--- src/rtl/transport_arbiter.sv ---
// Transport-window arbiter: grants bus or train (never both) while transport is open.
// Each grant is bounded by HOLD_CYC cycles and followed by GAP_CYC dead cycles.
module transport_arbiter #(
  parameter int HOLD_CYC = 4,
  parameter int GAP_CYC  = 1,
  parameter int CNT_W    = 8
) (
  input  logic             clk,
  input  logic             rst_n,
  input  logic             transport_req,
  input  logic             bus_req,
  input  logic             train_req,
  output logic             transport,
  output logic             bus,
  output logic             train,
  output logic [CNT_W-1:0] grant_cnt
);

  localparam int HW = (HOLD_CYC > 1) ? $clog2(HOLD_CYC) : 1;
  localparam int GW = (GAP_CYC  > 1) ? $clog2(GAP_CYC)  : 1;

  localparam logic [2:0] S_IDLE  = 3'd0;
  localparam logic [2:0] S_OPEN  = 3'd1;
  localparam logic [2:0] S_BUS   = 3'd2;
  localparam logic [2:0] S_TRAIN = 3'd3;
  localparam logic [2:0] S_GAP   = 3'd4;

  localparam logic [HW-1:0]    HOLD_LOAD = HW'(HOLD_CYC - 1);
  localparam logic [GW-1:0]    GAP_LOAD  = GW'(GAP_CYC - 1);
  localparam logic [CNT_W-1:0] CNT_ONE   = CNT_W'(1);

  logic [2:0]       state_q, state_d;
  logic [HW-1:0]    hold_q, hold_d;
  logic [GW-1:0]    gap_q, gap_d;
  logic             last_bus_q, last_bus_d;  // 1: bus held the most recent grant
  logic [CNT_W-1:0] grant_cnt_q, grant_cnt_d;

  // Unknown request levels count as "not requesting".
  logic treq, breq, rreq;
  assign treq = (transport_req === 1'b1);
  assign breq = (bus_req       === 1'b1);
  assign rreq = (train_req     === 1'b1);

  logic own_req;
  assign own_req = (state_q == S_BUS) ? breq : rreq;

  logic [CNT_W-1:0] grant_cnt_inc;
  assign grant_cnt_inc = (grant_cnt_q == '1) ? grant_cnt_q : grant_cnt_q + CNT_ONE;

  always_comb begin
    state_d     = state_q;
    hold_d      = hold_q;
    gap_d       = gap_q;
    last_bus_d  = last_bus_q;
    grant_cnt_d = grant_cnt_q;
    if (!treq) begin
      // Window closed: abandon any grant immediately, no gap.
      state_d = S_IDLE;
      hold_d  = '0;
      gap_d   = '0;
    end else begin
      case (state_q)
        S_IDLE: state_d = S_OPEN;
        S_OPEN: begin
          if (breq && (!rreq || !last_bus_q)) begin
            state_d     = S_BUS;
            hold_d      = HOLD_LOAD;
            last_bus_d  = 1'b1;
            grant_cnt_d = grant_cnt_inc;
          end else if (rreq) begin
            state_d     = S_TRAIN;
            hold_d      = HOLD_LOAD;
            last_bus_d  = 1'b0;
            grant_cnt_d = grant_cnt_inc;
          end
        end
        S_BUS, S_TRAIN: begin
          if (own_req && hold_q != '0) begin
            hold_d = hold_q - 1'b1;
          end else begin
            state_d = S_GAP;
            hold_d  = '0;
            gap_d   = GAP_LOAD;
          end
        end
        S_GAP: begin
          if (gap_q != '0) gap_d = gap_q - 1'b1;
          else             state_d = S_OPEN;
        end
        default: state_d = S_IDLE;
      endcase
    end
  end

  always_ff @(posedge clk or negedge rst_n) begin
    if (!rst_n) begin
      state_q     <= S_IDLE;
      hold_q      <= '0;
      gap_q       <= '0;
      last_bus_q  <= 1'b0;
      grant_cnt_q <= '0;
    end else begin
      state_q     <= state_d;
      hold_q      <= hold_d;
      gap_q       <= gap_d;
      last_bus_q  <= last_bus_d;
      grant_cnt_q <= grant_cnt_d;
    end
  end

  // Outputs decode registered state only, so reset clears them asynchronously.
  assign transport = (state_q != S_IDLE);
  assign bus       = (state_q == S_BUS);
  assign train     = (state_q == S_TRAIN);
  assign grant_cnt = grant_cnt_q;

`ifndef SYNTHESIS
  a_exclusive: assert property (@(posedge clk) disable iff (!rst_n)
    transport |-> !(bus && train));
  a_no_direct_swap: assert property (@(posedge clk) disable iff (!rst_n)
    bus |=> !train);
  a_no_direct_swap_t: assert property (@(posedge clk) disable iff (!rst_n)
    train |=> !bus);
`endif

endmodule

--- config.mk ---
export PLATFORM = sky130hd
export DESIGN_NAME = transport_arbiter
export DESIGN_NICKNAME = d
export VERILOG_FILES = /design/src/rtl/transport_arbiter.sv
export SDC_FILE = /design/constraint.sdc
export NUM_CORES = 1
export LEC_CHECK = 0
export CAP_MARGIN = 20
export CORE_AREA = 10 10 59 61
export DETAILED_ROUTE_END_ITERATION = 7
export DIE_AREA = 0 0 69 71
export HOLD_SLACK_MARGIN = 0.15
export SLEW_MARGIN = 20
export SYNTH_ARGS = -nofsm -noshare
export SYNTH_HDL_FRONTEND = slang
export SYNTH_SLANG_ARGS = --single-unit
--- constraint.sdc ---
create_clock -name clk -period 1.9 [get_ports clk]
set_input_delay 0.475 -clock clk [delete_from_list [all_inputs] [get_ports clk]]
set_output_delay 0.475 -clock clk [all_outputs]
set_load 0.05 [all_outputs]
==> summary.md <==
| Metric | Value |
|---|---|
| Post-synthesis simple-gate area fraction | 27.0% |
| Final Setup Violations | 0 |
| Num CTS Buffers | 3 |
| Util after Layout | between 40% and 50% |
| R2R setup slack | 0.31 ns |
| Synth Register Bits | 14 |
| Routed Antenna Nets | 0 |
| Sw Pwr | roughly 0.64 mW |
| Mapped Nets | 81 |
| Layout cells sized above 1 | 35.0% |
| Synth area leaders | dfrtp_1 (45%), ha_1 (3.2%), mux2_2 (2.9%) |
| DP HPWL | 1370 µm |
| Largest family of logic cells by synthesized area | simple AND/OR/NAND/NOR gates |
| Mux cell area share after synthesis | 7.38% |
| CTS tree | built |
| CP max stage delay | 0.43 ns |
| Mapped Avg Cell Area | 10.5 µm² |
| P_int | 0.770 mW |
| Sequential power share | 36.0% |
| Htree depth | 1 |
| Bufs on Longest Clock Path | 2 |
| Final slew viol count | 0 |
| Dominant synthesized flop cell | dfrtp_1 |
| Clock Sinks | 14 |
| Multi-input gate area | 424 µm² |
| DR vias | around 640 |
| Clk slew on worst S/H paths | 0.08 ns |
| Hold Path Class | reg2reg |
| PortBufs | 15 |
| Crit path depth | 3 |
| Final Cycle Share | 94.3% |
| Antenna cell count | 0 |
| Setup WS pre-CTS | -0.0419 ns |
| Core footprint | 2390 µm² |
| Sequential cell area | 352 µm² |
| Global-route wire length before repair | 3020 µm |
| Yosys Warn Count | 0 |
| R2r startpoint | grant_cnt[0]$_DFFE_PN0P_ |
| Register area share after synthesis | 44.9% |
| 1st-iter DRT viols | 10 |
| Clock latency at the later pin of the worst-skew pair | 0.28 ns |
| Post-synth EDFFs | 0 |
| Gr ovfl total | 0 |
| Hold_sp | last_bus_q$_DFFE_PN0P_ |
| Synth area leader | dfrtp_1 |
| Max_slew headroom | 85.2% |
| Clk network pwr share | 15.2% |
| FMAX | 558 MHz |
| Launch point of the worst path | state_q[1]$_DFFE_PN0P_ |
| Syn Inst Count | 74 |
| Initial Util | 32.7% |
| Comb power frac | 48.8% |
| RSZ-0062 raised after global routing | no |
| Die ar. | 4900 µm² |
| CP startpoint kind | flip-flop |
| Initial antenna violation count | 0 |
| Top Ports | 16 |
| Core Rows | 18 |
| Required @ worst endpoint | 1.42 ns |
| Fill count | approximately 250 |
| Synth Area in Compound Gates | 12.8% |
| Post-CTS Setup Bufs | 0 |
| DR vias/cell | a little under 5 |
| Die extent in x | 69 µm |
| WL final | 1700 µm |
| Worst slew pin tran | 0.221 ns |
| Max Cap Viol | 0 |
| WP buf/inv | 1 |
| Post_cts resized | 1 |
| Final Skew | 0.00180 ns |
| Root Buffer | clkbuf_4 |
| Hold Vio Cnt, Final | 0 |
| Crit-path cells | nor2b_4 > nor2b_2 > buf_12 |
| Initial DRT Pass Iterations | 4 |
| Largest net degree at the start of global routing | 15 |
| Post-synth cell types | 35 |
| Crit end category | output pin |
| Commonest non-fill, non-tap cells in the layout | buf_4 (15), dfrtp_1 (13), inv_1 (5), nor2_1 (5) |
| Most common cell after layout, fill and taps aside | buf_4 |
| CP Capture Point | bus |
| Number of remaining DRC errors | 0 |
| Min Tclk post-route | 1.79 ns |
| Via count of the first global-routing pass | 698 |
| Die H | 71 µm |
| Peak supply drop | between 1 and 1.5 mV |
| CP max FO | 7 |
| R2R depth | 5 |
| Power Density | 1310 nW/µm² |
| CP Data Arrival Time | roughly 1.3 ns |
| Critical path's top delay family | simple AND/OR/NAND/NOR gates |
| Syn Std Cell Area | 779 µm² |
| Fraction of registers with async set/reset | 100% |
| CP Class | reg2out |
| Yosys top cell area share | 44.9% |
| Gpl congestion | 0.685 |
| Area delta synth->final | 38.0% |
| Hold_buf cts | 0 |
| Hold WS | 0.480 ns |
| Final worst slack | ~0.11 ns |
| Final #Nets | 108 |
| Routed len/inst | 13.0 µm |
| Status | finished clean |
| R2r endpoint | grant_cnt[1]$_DFFE_PN0P_ |
| Switching portion of total power | 45.5% |
| Adder-cell share of the synthesized area | 3.21% |
| XOR/XNOR Fraction of Synth Area | 2.25% |
| Total GRT Usage | 7.37% |
| CP max stage cell | dfrtp_1 |
| Pleak | 0.497 nW |
-- kinds of logic (layout without fill, tap and decap cells) --
| family | count (synthesis) | count (layout) |
|---|---|---|
| adders and majority gates | 2 | 2 |
| buffers and inverters | 5 | 31 |
| muxes | 5 | 5 |
| DFF | 14 | 14 |
| AOI/OAI and AO/OA | 15 | 15 |
| and+or+nand+nor | 31 | 31 |
| xor gates and xnor gates | 2 | 2 |
-- cells in the mapped netlist, types with 2 or more instances --
cell type	count
dfrtp_1	14
a31oi_1	3
nor2b_1	3
nand2_1	3
o21a_1	2
o311a_1	2
nand3_1	3
o21ai_0	2
nor2_1	5
mux2i_1	2
nand2b_1	2
mux2_2	2
inv_1	5
a21oi_1	4
ha_1	2
-- metrics by stage --
stage / area (µm²) / instances / total power [mW] / TNS [ns]
floorplan: 782 / 74 / 0.967 / 0
global placement: 1020 / 126 / 1.19 / -0.0210
detailed placement: 1020 / 126 / 1.20 / -0.0447
CTS: 1060 / 130 / 1.42 / 0
global route: 1080 / 130 / 1.52 / 0
finish: 1080 / 130 / 1.41 / 0
-- how the worst min path moves through the flow --
stage | endpoint | slack (ns) | cells past startpoint
2_1_floorplan | grant_cnt[0]$_DFFE_PN0P_ | 0.18 | 0
3_3_place_gp | last_bus_q$_DFFE_PN0P_ | 0.47 | 1
3_5_place_dp | last_bus_q$_DFFE_PN0P_ | 0.47 | 1
4_1_cts | last_bus_q$_DFFE_PN0P_ | 0.48 | 1
5_1_grt | grant_cnt[5]$_DFFE_PN0P_ | 0.48 | 2
6_report | last_bus_q$_DFFE_PN0P_ | 0.48 | 1
-- registers in the layout, summed over array words and instances (netlist names) --
signal / flops
grant_cnt: 8
last_bus_q: 1
state_q: 3
hold_q: 2
-- worst reg2reg max path: cells and delay by family, from the launching register on --
kind	cells	cell delay, ns
fa+ha+maj	1	0.22
flops	1	0.44
mux	1	0.29
simple gates	3	0.53
-- cell type report --
class / instances / area share [%]
Clock buffer: 4 / 3.37
Sequential cell: 14 / 32.7
Timing Repair Buffer: 22 / 19.3
Tap cell: 30 / 3.49
Multi-Input combinational cell: 55 / 39.4
Inverter: 5 / 1.74
-- power groups by stage --
| stage | registers [mW] | logic [mW] | clock network (mW) |
|---|---|---|---|
| floorplan | 0.722 | 0.245 | 0 |
| global placement | 0.509 | 0.678 | 0 |
| detailed placement | 0.512 | 0.689 | 0 |
| CTS | 0.507 | 0.691 | 0.225 |
| global route | 0.528 | 0.746 | 0.244 |
| finish | 0.509 | 0.689 | 0.215 |
-- layer usage --
layer	wire length [µm]	vias up	GRT usage, %
li1	-	322	-
met1	747	302	7.98
met2	832	15	12.3
met3	89	4	2.65
met4	26	0	4.03
met5	0	-	0
Note: power is estimated with default switching activity, not from simulation.
==> edit 1, RTL diff (same settings) <==
The parameter `HOLD_CYC` goes from 4 to 2.
--- a/src/rtl/transport_arbiter.sv
+++ b/src/rtl/transport_arbiter.sv
@@ -1,7 +1,7 @@
 // Transport-window arbiter: grants bus or train (never both) while transport is open.
 // Each grant is bounded by HOLD_CYC cycles and followed by GAP_CYC dead cycles.
 module transport_arbiter #(
-  parameter int HOLD_CYC = 4,
+  parameter int HOLD_CYC = 2,
   parameter int GAP_CYC  = 1,
   parameter int CNT_W    = 8
 ) (
Formal check against the unedited RTL: not equivalent (a bounded check fails within 10 cycles, from zero or initial values and one cycle with rst_n low).
==> edit 1 against the unedited design <==
Clock power shrank 20%; sequential power shrank 13%; design area shrank 13%; area after synthesis shrank 13%; core utilization shrank 5.7 points; fmax grew 3.3%; register-to-register slack gained 0.05 ns; worst setup slack gained 0.058 ns; power shrank 17%; sequential share of layout area grew 1.9 points; sequential cell count shrank 1; die area is the same; wire length shrank 6.4%; largest cell class unchanged.
==> edit 1: results <==
metrics = {
    "run_status": {
        "status": "complete, no violations",
    },
    "cells_and_area": {
        "largest_reg_flops": 8,
        "nonClkBufAreaFrac": 0.2048,
        "multi_input_area_um2": 351.6,
        "signal_buffers": 21,
        "sh_seq_area": 0.3457,
        "num-nonclk-inverters": 2,
        "drive_gt1_frac": 0.2796,
        "fin_nets": 100,
        "clk_share": 0.02793,
        "fillerInstances": 268,
        "nMultiInputCombCells": 53,
    },
    "cts": {
        "cts-resized-gates": 0,
        "cts_buffers": 3,
        "htreeDepth": 1,
        "cts_sinks": 13,
    },
    "global_route": {
        "grt_max_degree": 14,
        "grt_util_all_layers": 0.07118,
        "grt_pass1_vias": 633,
        "grt_pass1_wl_mm": 2.946,
    },
    "route": {
        "wl_per_cell_um": 12.90,
        "vias": 595,
        "drt_iter0_drc": 42,
        "post_drt_via_cell_ratio": 4.837,
    },
    "worst_hold_path": {
        "hp-class": "reg2reg",
    },
    "placed_design": {
        "dp_hpwl_mm": 1.233,
        "io_buffers": 15,
        "placed_cells_incl_taps": 119,
        "place_congestion": 0.7485,
    },
    "sta": {
        "skew_ns": 0.002788,
        "worstMarginPinSlew_ns": 0.2165,
    },
    "yosys": {
        "ys_seq_area_frac": 0.4771,
        "synthXorXnorAreaFrac": 0.03853,
        "synth_nets": 74,
        "yosys.cell_types.count": 28,
        "ys_top_cells_by_area": "dfrtp_1 48%, a21oi_1 5.9%, nand2_1 3.9%, xnor2_1 3.9%, nor2_1 3.3%",
        "synth_fa_ha_area_frac": 0.01835,
        "synth_compound_area_frac": 0.1321,
        "synth.area.mux_share": 0.06972,
        "syn_area_per_cell_um2": 10.03,
        "synth_commonest_cells": "13 x dfrtp_1, 8 x a21oi_1, 7 x nand2_1, 6 x nor2_1",
    },
    "pwr": {
        "p_sw_uw": 534.0,
        "ir_worst_vdd_v": 0.0005374,
        "p_leak_uw": 0.0004241,
    },
    "worst_setup_path": {
        "arrival_ns": 1.26,
        "crit_fanout": 5,
    },
}
==> edit 1: cell count changes in the layout (fill, tap and decap cells not counted), sizes merged, moves of 2 or more <==
cell    before  now
a21oi        4    8
a31oi        3    1
inv          5    2
nand2        4    7
nand2b       2    0
nand4        1    3
nor2b        3    1
nor3         2    0
nor3b        0    2
o21a         2    0
o311a        2    0
xnor2        1    3
==> edit 1: final timing paths <==
path / cells after the start / to / slack [ns] / start
worst max-delay path: 2 / transport / 0.17 / state_q[1]
worst min-delay path: 1 / last_bus_q / 0.48 / last_bus_q
worst max register to register: 4 / grant_cnt[1] / 0.36 / grant_cnt[0]
worst min register to register: 1 / last_bus_q / 0.48 / last_bus_q
max in group asynchronous: 2 / grant_cnt[6] / 1.23 / rst_n
min in group asynchronous: 2 / last_bus_q / 0.50 / rst_n
==> edit 1: power groups by stage <==
stage	logic (uW)	clock network [uW]	registers, uW
after CTS	559	184	446
after floorplan	188	0	625
final	550	173	445
after global placement	552	0	447
after detailed placement	558	0	451
after global routing	588	196	466
==> edit 1: metal layers <==
layer	up-vias	global-route usage	wire length [um]
met2	12	0.1179	738
met5	-	0	0
li1	301	-	-
met3	4	0.02092	60
met1	278	0.07984	760
met4	0	0.04027	27
==> edit 1: per-stage QoR <==
step	setup WS [ns]	total power (uW)	hold slack, ns	area, um2
floorplan	0.1207	813.1	0.1794	681.9
global placement	0.04191	999.1	0.4744	912.1
detailed placement	0.01410	1009	0.4700	912.1
CTS	0.09459	1189	0.4822	938.4
global route	0.07807	1250	0.5209	940.9
finish	0.1661	1168	0.4789	940.9
==> edit 1: worst max-delay path, stage by stage (launching register included) <==
cell and delay (ns):
dfrtp_1 0.42, or3_1 0.37, buf_4 0.19
==> edit 2, RTL diff (config.mk and constraints unchanged) <==
Made on the original files. Reset style: synchronous (`rst_n`), changed in one clocked block. Comments in the files are not updated.
--- a/src/rtl/transport_arbiter.sv
+++ b/src/rtl/transport_arbiter.sv
@@ -92,7 +92,7 @@
     end
   end
 
-  always_ff @(posedge clk or negedge rst_n) begin
+  always_ff @(posedge clk) begin
     if (!rst_n) begin
       state_q     <= S_IDLE;
       hold_q      <= '0;
Check against the original RTL: differs if rst_n is asserted again (counterexample within 4 cycles, from zero or initial values and one cycle with rst_n low); with rst_n held inactive, the same outputs for 10 cycles.
==> edit 2 against the unedited design <==
Sequential cell count unchanged; core utilization down 2.7 points; area after synthesis down 4.8%; die area stayed put; critical path depth rose by 2; critical endpoint is now grant_cnt[5]; synthesized cell count increased by 22%; wire length increased by 8.8%; design area is 5.9% lower; count of clock-buffer cells in the layout down 1; worst setup slack lost 0.052 ns; final cell count is 12% higher; sequential share of layout area decreased by 5.0 points.
Power is not compared: it rests on default switching activity, and its combinational part moved more than twofold at a synthesized area within 25%.
==> edit 2: results <==
metrics = {
    "run_status": {
        "status": "complete, no violations",
    },
    "placed_design": {
        "dp_slack_ns": -0.4699,
        "dp_hpwl_mm": 1.433,
        "placed_cells_incl_taps": 142,
    },
    "yosys": {
        "synth-main-ff-cell": "dfxtp_1",
        "synth.area.mux_share": 0.06914,
        "yosys.cell_types.count": 32,
        "synthArstFlopShare": 0,
        "syn_area_per_cell_um2": 8.244,
        "synth_nets": 97,
    },
    "worst_setup_path": {
        "startpoint": "transport_req",
        "slowest_delay_ns": 0.48,
        "reg2reg_from": "state_q[1]",
        "endpoint_kind": "flop",
        "r2r-end": "grant_cnt[5]",
    },
    "cells_and_area": {
        "syn2layout_area_growth_pct": 36.42,
        "fin_nets": 124,
        "drive_gt1_frac": 0.2609,
        "layoutNonFillerInstCount": 145,
    },
    "sta": {
        "skew_ns": 0.005305,
        "setup_slack_ns": 0.05670,
        "worstMarginPinSlew_ns": 0.4292,
    },
    "global_route": {
        "grt_max_degree": 9,
        "met2_usage": 0.1159,
        "met1_usage": 0.1002,
        "grt_pass1_wl_mm": 3.353,
    },
}
edit 2: logic make-up (layout without fill, tap and decap cells):
family / count (synthesis) / in the layout
compound gates: 19 / 19
flops: 14 / 14
simple gates: 41 / 41
buf+inv: 9 / 34
mux: 5 / 5
fa+ha+maj: 2 / 2
edit 2: cell type report:
| type | count | area share |
|---|---|---|
| Sequential cell | 14 | 0.2769 |
| Multi-Input combinational cell | 67 | 0.4289 |
| Timing Repair Buffer | 24 | 0.2089 |
| Tap cell | 30 | 0.03708 |
| Clock buffer | 3 | 0.02225 |
| Inverter | 7 | 0.02596 |
edit 2: timing repair:
action	4_1_cts	5_1_grt
pin swaps	1	1
resized for setup	4	1
setup endpoints to repair	6	2
edit 2: worst max-delay path: cells and delay by family:
family | cells | cell delay (ns)
compound gates | 1 | 0.14
buf+inv | 1 | 0.24
simple gates | 3 | 1.20
edit 2: routing by layer:
metal / routed length, um / part of all wire
met5: 0 / 0
met4: 26 / 0.014
met3: 72 / 0.039
met2: 811 / 0.44
met1: 933 / 0.51
